<file path="config.mk">
export PLATFORM = sky130hd
export DESIGN_NAME = to_bcd_flat
export DESIGN_NICKNAME = d
export VERILOG_FILES = /design/src/rtl/to_bcd_if.sv /design/src/rtl/to_bcd.sv /design/src/flat_wrapper.sv
export SDC_FILE = /design/constraint.sdc
export NUM_CORES = 1
export LEC_CHECK = 0
export CAP_MARGIN = 20
export CORE_ASPECT_RATIO = 1.2
export CORE_MARGIN = 2
export CORE_UTILIZATION = 32
export CTS_BUF_LIST = sky130_fd_sc_hd__clkbuf_16
export DETAILED_ROUTE_END_ITERATION = 10
export PLACE_DENSITY = 0.58
export SETUP_SLACK_MARGIN = 0.4
export SLEW_MARGIN = 20
export SYNTH_ARGS = -nofsm -noshare
export SYNTH_HDL_FRONTEND = slang
export SYNTH_SLANG_ARGS = --single-unit
</file>
<file path="constraint.sdc">
create_clock -name clk -period 2.1 [get_ports clk]
set_clock_uncertainty 0.05 [all_clocks]
set_input_delay 0.315 -clock clk [delete_from_list [all_inputs] [get_ports clk]]
set_output_delay 0.315 -clock clk [all_outputs]
set_load 0.05 [all_outputs]
</file>
<file path="src/rtl/to_bcd_if.sv">
// Conversion handshake between the magnitude source and the BCD converter.
// The master drives start/bin_d_in; the slave returns the digits and status.
interface to_bcd_if;
    logic        start;
    logic [14:0] bin_d_in;
    logic [18:0] bcd_d_out;
    logic        busy;
    logic        done;

    modport master (
        output start,
        output bin_d_in,
        input  bcd_d_out,
        input  busy,
        input  done
    );

    modport slave (
        input  start,
        input  bin_d_in,
        output bcd_d_out,
        output busy,
        output done
    );
endinterface

</file>
<file path="src/rtl/to_bcd.sv">
// Sequential 15-bit binary to 5-digit packed BCD converter (shift-add-3).
// One conversion per 17 clocks; bcd_d_out holds the last completed result.
//
// state | meaning
// IDLE  | waiting for start, result held
// CONV  | 15 add-3/shift iterations
// FIN   | publish accumulator, pulse done
module to_bcd (
    input  logic     clk,
    input  logic     rst,
    to_bcd_if.slave  bus
);
    typedef enum logic [1:0] {IDLE, CONV, FIN} state_t;

    state_t      state;
    state_t      state_next;
    logic [14:0] bin_sr;
    logic [18:0] acc;
    logic [18:0] acc_adj;
    logic [3:0]  count;

    function automatic logic [3:0] add3(input logic [3:0] d);
        return (d >= 4'd5) ? d + 4'd3 : d;
    endfunction

    // The 3-bit top field never reaches 5 for 15-bit inputs; adjusted anyway for symmetry.
    always_comb begin
        acc_adj[18:16] = (acc[18:16] >= 3'd5) ? acc[18:16] + 3'd3 : acc[18:16];
        acc_adj[15:12] = add3(acc[15:12]);
        acc_adj[11:8]  = add3(acc[11:8]);
        acc_adj[7:4]   = add3(acc[7:4]);
        acc_adj[3:0]   = add3(acc[3:0]);
    end

    always_ff @(posedge clk) begin
        if (rst) begin
            state <= IDLE;
        end else begin
            state <= state_next;
        end
    end

    always_comb begin
        state_next = state;
        case (state)
            IDLE:    if (bus.start) state_next = CONV;
            CONV:    if (count == 4'd1) state_next = FIN;
            FIN:     state_next = IDLE;
            default: state_next = IDLE;
        endcase
    end

    always_ff @(posedge clk) begin
        if (rst) begin
            bin_sr        <= '0;
            acc           <= '0;
            count         <= '0;
            bus.bcd_d_out <= '0;
            bus.busy      <= 1'b0;
            bus.done      <= 1'b0;
        end else begin
            bus.done <= 1'b0;
            case (state)
                IDLE: begin
                    if (bus.start) begin
                        bin_sr   <= bus.bin_d_in;
                        acc      <= '0;
                        count    <= 4'd15;
                        bus.busy <= 1'b1;
                    end
                end
                CONV: begin
                    acc    <= {acc_adj[17:0], bin_sr[14]};
                    bin_sr <= {bin_sr[13:0], 1'b0};
                    count  <= count - 4'd1;
                end
                FIN: begin
                    bus.bcd_d_out <= acc;
                    bus.done      <= 1'b1;
                    bus.busy      <= 1'b0;
                end
                default: ;
            endcase
        end
    end
endmodule

</file>
<file path="src/flat_wrapper.sv">
// flat-port wrapper written by rule: the top's interface ports become plain ports
module to_bcd_flat 
  (clk, rst, bus_start, bus_bin_d_in, bus_bcd_d_out, bus_busy, bus_done);
  to_bcd_if bus_i ();
  input  logic clk;
  input  logic rst;
  input wire logic [$bits(bus_i.start)-1:0] bus_start;
  input wire logic [$bits(bus_i.bin_d_in)-1:0] bus_bin_d_in;
  output wire logic [$bits(bus_i.bcd_d_out)-1:0] bus_bcd_d_out;
  output wire logic [$bits(bus_i.busy)-1:0] bus_busy;
  output wire logic [$bits(bus_i.done)-1:0] bus_done;
  assign bus_i.start = bus_start;
  assign bus_i.bin_d_in = bus_bin_d_in;
  assign bus_bcd_d_out = bus_i.bcd_d_out;
  assign bus_busy = bus_i.busy;
  assign bus_done = bus_i.done;
  to_bcd u_core (.clk(clk), .rst(rst), .bus(bus_i));
endmodule
</file>
## Word level (Yosys, flattened, before mapping)

Index checks and enable logic that the tools add are counted.

- Input port bits: 18
- Word-level logic and storage cells: 46
- Register bits: 61

- Multiplexer cells: 17
- Add/subtract/negate cells: 6
- Reductions and logical operators: 6
- Eq/ne operators: 5
- $lt $le $gt $ge: 5

Operator list:

| cell | number |
|---|---|
| $pmux W19 S2 | 1 |
| $pmux W15 S2 | 1 |
| $mux W4 | 5 |
| $mux W19 | 1 |
| $add A4 B2 Y4 const B | 4 |
| $ge A4 B3 Y1 const B | 4 |
| $mux W15 | 1 |
| $pmux W4 S2 | 1 |
| $mux W2 | 3 |
| $reduce_and A2 Y1 | 3 |
| $eq A4 B1 Y1 const B | 1 |
| $pmux W2 S2 | 1 |
| $reduce_bool A2 Y1 | 2 |
| $sub A4 B1 Y4 const B | 1 |
| $ge A3 B3 Y1 const B | 1 |
| $add A2 B2 Y2 const B | 1 |
| $eq A2 B1 Y1 const B | 1 |
| $eq A2 B2 Y1 const B | 1 |
| $logic_not A2 Y1 | 1 |
| $mux W1 | 2 |
| $ne A2 B1 Y1 const B | 1 |
| $ne A2 B2 Y1 const B | 1 |
| $pmux W1 S2 | 1 |

## Depth between registers and ports, before layout

- Depth in word-level cells: 3
- Mapped depth: 6
- Depth with buffers taken out: 6

## Least setup slack after synthesis

OpenSTA, ideal clock, no wires.

- Path type: register -> register
- Start: register u_core.acc[13]
- End: register u_core.acc[14]
- Period minus slack after synthesis: 1.407 ns
- Path slack: 0.693 ns
- Cell stages (with the launch flop): 7
- Library setup time: 0.117 ns
- Path buffers: 0
- Arrival time: 1.240 ns
- Data required time: 1.933 ns
- Cells stage by stage: dfxtp_1 > inv_1 > ha_1 > nand2b_1 > a21oi_1 > mux2i_1 > a22o_1

- Cells in the longest elaborated chain, start to end: 3

Ends and longest elaborated chain:

| element | RTL line | RTL |
|---|---|---|
| start, declared | to_bcd.sv:18 | `logic [18:0] acc;` |
| start signal, assigned | to_bcd.sv:73 | `acc <= {acc_adj[17:0], bin_sr[14]};` |
| $add A4 B2 Y4 or $ge A4 B3 Y1 (tied branches) | to_bcd.sv:23 | `return (d >= 4'd5) ? d + 4'd3 : d;` |
| $mux W4 * | to_bcd.sv:23 |  |
| $pmux W19 S2 * | to_bcd.sv:63 | `case (state)` |

Mark *: on every way between the ends. The rest lies on a longest branch, timed or not.
A chain may end at the register's enable or synchronous reset.

## Final worst setup path

- Start: register u_core.bus.busy
- End: output bus_busy

RTL lines:

| element | RTL line | RTL |
|---|---|---|
| start, declared | to_bcd_if.sv:22 | `output busy,` |
| start signal, assigned | to_bcd.sv:59 | `bus.busy <= 1'b0;` |
| start signal, assigned | to_bcd.sv:69 | `bus.busy <= 1'b1;` |
| start signal, assigned | to_bcd.sv:80 | `bus.busy <= 1'b0;` |
| end, declared | flat_wrapper.sv:10 | `output wire logic [$bits(bus_i.busy)-1:0] bus_busy;` |

No word-level cell between the ends.

==> results.md <==
| Result | This run |
|:---|:---|
| Pwr per Cell Area | 864 mW/mm2 |
| Worst-skew pair later-pin latency | 0.33 ns |
| Effective utilization at floorplan | 0.328 |
| Total number of vias | 2,251 |
| Data required, critical path | 1.74 ns |
| TritonCTS clock tree | done |
| Met3 routing resource usage after global routing | 0.0335 |
| Kind of path behind the tightest hold check | reg2reg |
| Utilization after layout | 0.428 |
| Count of pins on the block boundary | 39 |
| Commonest non-fill, non-tap cell in the layout | sky130_fd_sc_hd__dfxtp_1 |
| DR iter-0 viols | 68 |
| Finished layout cell area | 0.00345 mm2 |
| Total negative setup slack | 0 ns |
| Remaining global-route overflow | 0 |
| Avg Synthesized Cell Area | 8.75 um2 |
| Antenna diode count | 0 |
| Final-stage net count | 377 |
| CTS clock-pin slew for the worst setup and hold paths | 0.05 ns |
| Area of the die | 0.00901 mm2 |
| Buffers on Ports | 38 |
| Maximum fanout along the worst path | 2 |
| Library cell used as clock root buffer | sky130_fd_sc_hd__clkbuf_16 |
| Critical setup path kind | reg2out |
| Number of cells on the critical path | 1 |
| Post-route worst setup slack | 0.514 ns |
| Final-report setup violation count | 0 |
| Bufs and invs on worst path | 1 |
| Number of sinks handled by clock tree synthesis | 61 |
| Final slew viol count | 0 |
| Slew HR | 0.631 |
| Vert. Die Dim | 104 um |
| Post-Route WL | 5.92 mm |
| Worst R2R Path Depth | 4 |
| Dominant delay contributor by cell family on the critical path | buffers and inverters |
| Delay of the slowest cell on the worst path | 0.54 ns |
| Deepest clock path buffer count | 2 |
| Type of element launching the critical path | flip-flop |
| TritonCTS buffer count | 9 |
| Number of setup buffers added after CTS | 0 |
| Proportion of layout cells with a drive suffix above 1 | 0.122 |
| Net count after synthesis | 331 |
| Filler cell count in the final layout | 828 |
| First-pass GRT wire length | 10.2 mm |
| Leading cell types in the layout, fill and taps excluded | sky130_fd_sc_hd__dfxtp_1 (60), sky130_fd_sc_hd__nand2_1 (47), sky130_fd_sc_hd__a21oi_1 (41), sky130_fd_sc_hd__dlygate4sd2_1 (21), sky130_fd_sc_hd__inv_1 (20) |
| Wire per inst | 13.2 um |
| Maximum frequency from static timing analysis | 631 MHz |
| Vias per inst | 5.02 |
| Netlist cell types | 33 |
| Area added between synthesis and finish | 30.4% |
| Result of the run | complete, no violations |
| Floorplan Core Area | 0.00806 mm2 |
| H-Tree Depth | 3 |
| Hold Worst Slack | 0.398 ns |
| Post-detailed-placement cell area | 0.00317 mm2 |
| Post-synthesis instance total | 302 |
| Setup slack after placement | 0.179 ns |
| Final Hold Viols | 0 |
| Total of flip-flops plus latches after synthesis | 61 |
| GRT busiest layer | met2 |
| Maximum number of pins on one net before global-route repair | 21 |
| Critical-path cell list | dlygate4sd2_1 |
| Critical Path AT | 1.22 ns |
| Site row count | 36 |
| Worst slew pin tran | 0.553 ns |
| Maximum vdd ir drop | 466 uV |
| Routability congestion estimate | 0.714 |
| Synthesis Warnings | 0 |
| Global routing met1 resource utilization | 0.173 |
| Synth Cell Area | 0.00264 mm2 |
| Static leakage | 0.00143 uW |
| Drc violations | 0 |
| Hold Crit Depth | 2 |
| Minimum clock period after layout | 1.59 ns |
| RSZ-0062 raised after global routing | false |
| Global-route usage over all layers | 0.142 |
| Die Span X | 87.0 um |
| Final worst path period share | 0.755 |
| Total half-perimeter wirelength after legalization and detailed placement | 4.08 mm |
| Antenna-violating nets left | 0 |
| Worst-path cell with the longest stage delay | sky130_fd_sc_hd__dlygate4sd2_1 |
| Number of antenna violations at the first check in global routing | 0 |
| Number of global-route vias before repair | 2,184 |
| Met2 track utilization from global routing | 0.236 |
| Number of max-cap violations | 0 |
| Sequential share of the synthesized area | 0.462 |
| Router iterations before antenna repair | 4 |
| Critical path capture point type | output port |
==> synth_stat cells <==
cell type / n / share of area
sky130_fd_sc_hd__buf_2: 10 / 0.019
sky130_fd_sc_hd__a22oi_1: 2 / 0.0057
sky130_fd_sc_hd__dfxtp_1: 61 / 0.46
sky130_fd_sc_hd__a22o_1: 8 / 0.027
sky130_fd_sc_hd__o32ai_1: 3 / 0.0099
sky130_fd_sc_hd__a222oi_1: 2 / 0.0076
sky130_fd_sc_hd__o221a_2: 8 / 0.034
sky130_fd_sc_hd__o21bai_1: 1 / 0.0028
sky130_fd_sc_hd__nand3b_1: 2 / 0.0057
sky130_fd_sc_hd__a21o_1: 1 / 0.0028
sky130_fd_sc_hd__xnor2_1: 4 / 0.013
sky130_fd_sc_hd__nor2_1: 19 / 0.027
sky130_fd_sc_hd__o22ai_1: 6 / 0.014
sky130_fd_sc_hd__ha_1: 11 / 0.052
sky130_fd_sc_hd__nor4b_2: 1 / 0.0057
sky130_fd_sc_hd__o21ai_0: 14 / 0.027
sky130_fd_sc_hd__o31ai_1: 5 / 0.014
sky130_fd_sc_hd__o21ba_2: 1 / 0.0038
sky130_fd_sc_hd__and2b_1: 1 / 0.0028
sky130_fd_sc_hd__nor2b_1: 3 / 0.0071
sky130_fd_sc_hd__mux2i_1: 4 / 0.015
sky130_fd_sc_hd__nand2_1: 48 / 0.068
sky130_fd_sc_hd__xor2_1: 5 / 0.017
sky130_fd_sc_hd__nor4bb_1: 1 / 0.0038
sky130_fd_sc_hd__a221oi_1: 1 / 0.0033
sky130_fd_sc_hd__a31o_2: 1 / 0.0033
sky130_fd_sc_hd__nor3_1: 1 / 0.0019
sky130_fd_sc_hd__a21oi_1: 41 / 0.078
sky130_fd_sc_hd__a32o_1: 4 / 0.015
sky130_fd_sc_hd__clkbuf_1: 5 / 0.0071
sky130_fd_sc_hd__nand2b_1: 6 / 0.014
sky130_fd_sc_hd__inv_1: 20 / 0.028
sky130_fd_sc_hd__buf_1: 2 / 0.0028
==> metal layers <==
layer,vias to the layer above,routed length [um]
li1,1157,-
met5,-,0
met3,11,189
met2,40,2900
met4,0,133
met1,1043,2690
==> report_power, final <==
group	internal [uW]	switching (uW)	total, uW
sequential	1210	41.1	1250
combinational	139	159	298
clock	908	520	1430
==> final timing paths <==
kind / from / to / slack, ns
max: u_core.bus.busy / bus_busy / 0.51
min reg2reg: u_core.bus.bcd_d_out[10] / u_core.bus.bcd_d_out[10] / 0.40
max reg2reg: u_core.state[1] / u_core.acc[7] / 0.52
min: u_core.bus.bcd_d_out[10] / u_core.bus.bcd_d_out[10] / 0.40
==> final cells by class <==
type | instances | area, um2 | share of cell area
clock buffer | 9 | 225 | 0.0653
inverter | 20 | 75.1 | 0.0218
sequential | 61 | 1220 | 0.355
clock inverter | 7 | 66.3 | 0.0192
timing repair buffer | 52 | 463 | 0.134
multi-input combinational | 204 | 1280 | 0.370
tap | 95 | 119 | 0.0345
==> worst register-to-register path, cell delays in order, from the launching register on <==
cell and delay [ns]:
sky130_fd_sc_hd__dfxtp_1 0.42, sky130_fd_sc_hd__o21bai_1 0.23, sky130_fd_sc_hd__nand2_1 0.40, sky130_fd_sc_hd__o31ai_1 0.15, sky130_fd_sc_hd__a32o_1 0.22
==> registers in the layout, summed over array words and instances (netlist names) <==
register,count
u_core.acc,19
u_core.state,2
u_core.bus.busy,1
u_core.count,4
u_core.bus.bcd_d_out,19
u_core.bus.done,1
u_core.bin_sr,15
==> metrics by stage <==
stage	std cells	power (uW)
2_1_floorplan	302	1460
3_3_place_gp	432	1570
3_5_place_dp	432	1570
4_1_cts	448	3010
5_1_grt	448	3100
6_report	448	2980
==> logic make-up (layout without fill, tap and decap cells) <==
family	Yosys count	in the layout	share of synthesized area
AOI/OAI and AO/OA	98	98	0.248
and+or+nand+nor	82	82	0.136
DFF	61	61	0.462
buffers and inverters	37	88	0.0573
adders and majority gates	11	11	0.0521
xor gates and xnor gates	9	9	0.0298
muxes	4	4	0.0151
==> repair_timing <==
action | CTS | global route
resized for setup | 23 | 2
hold endpoints to repair | 0 | 0
setup endpoints to repair | 33 | 13
hold buffers | 0 | 0
(Power assumes the default switching activity.)
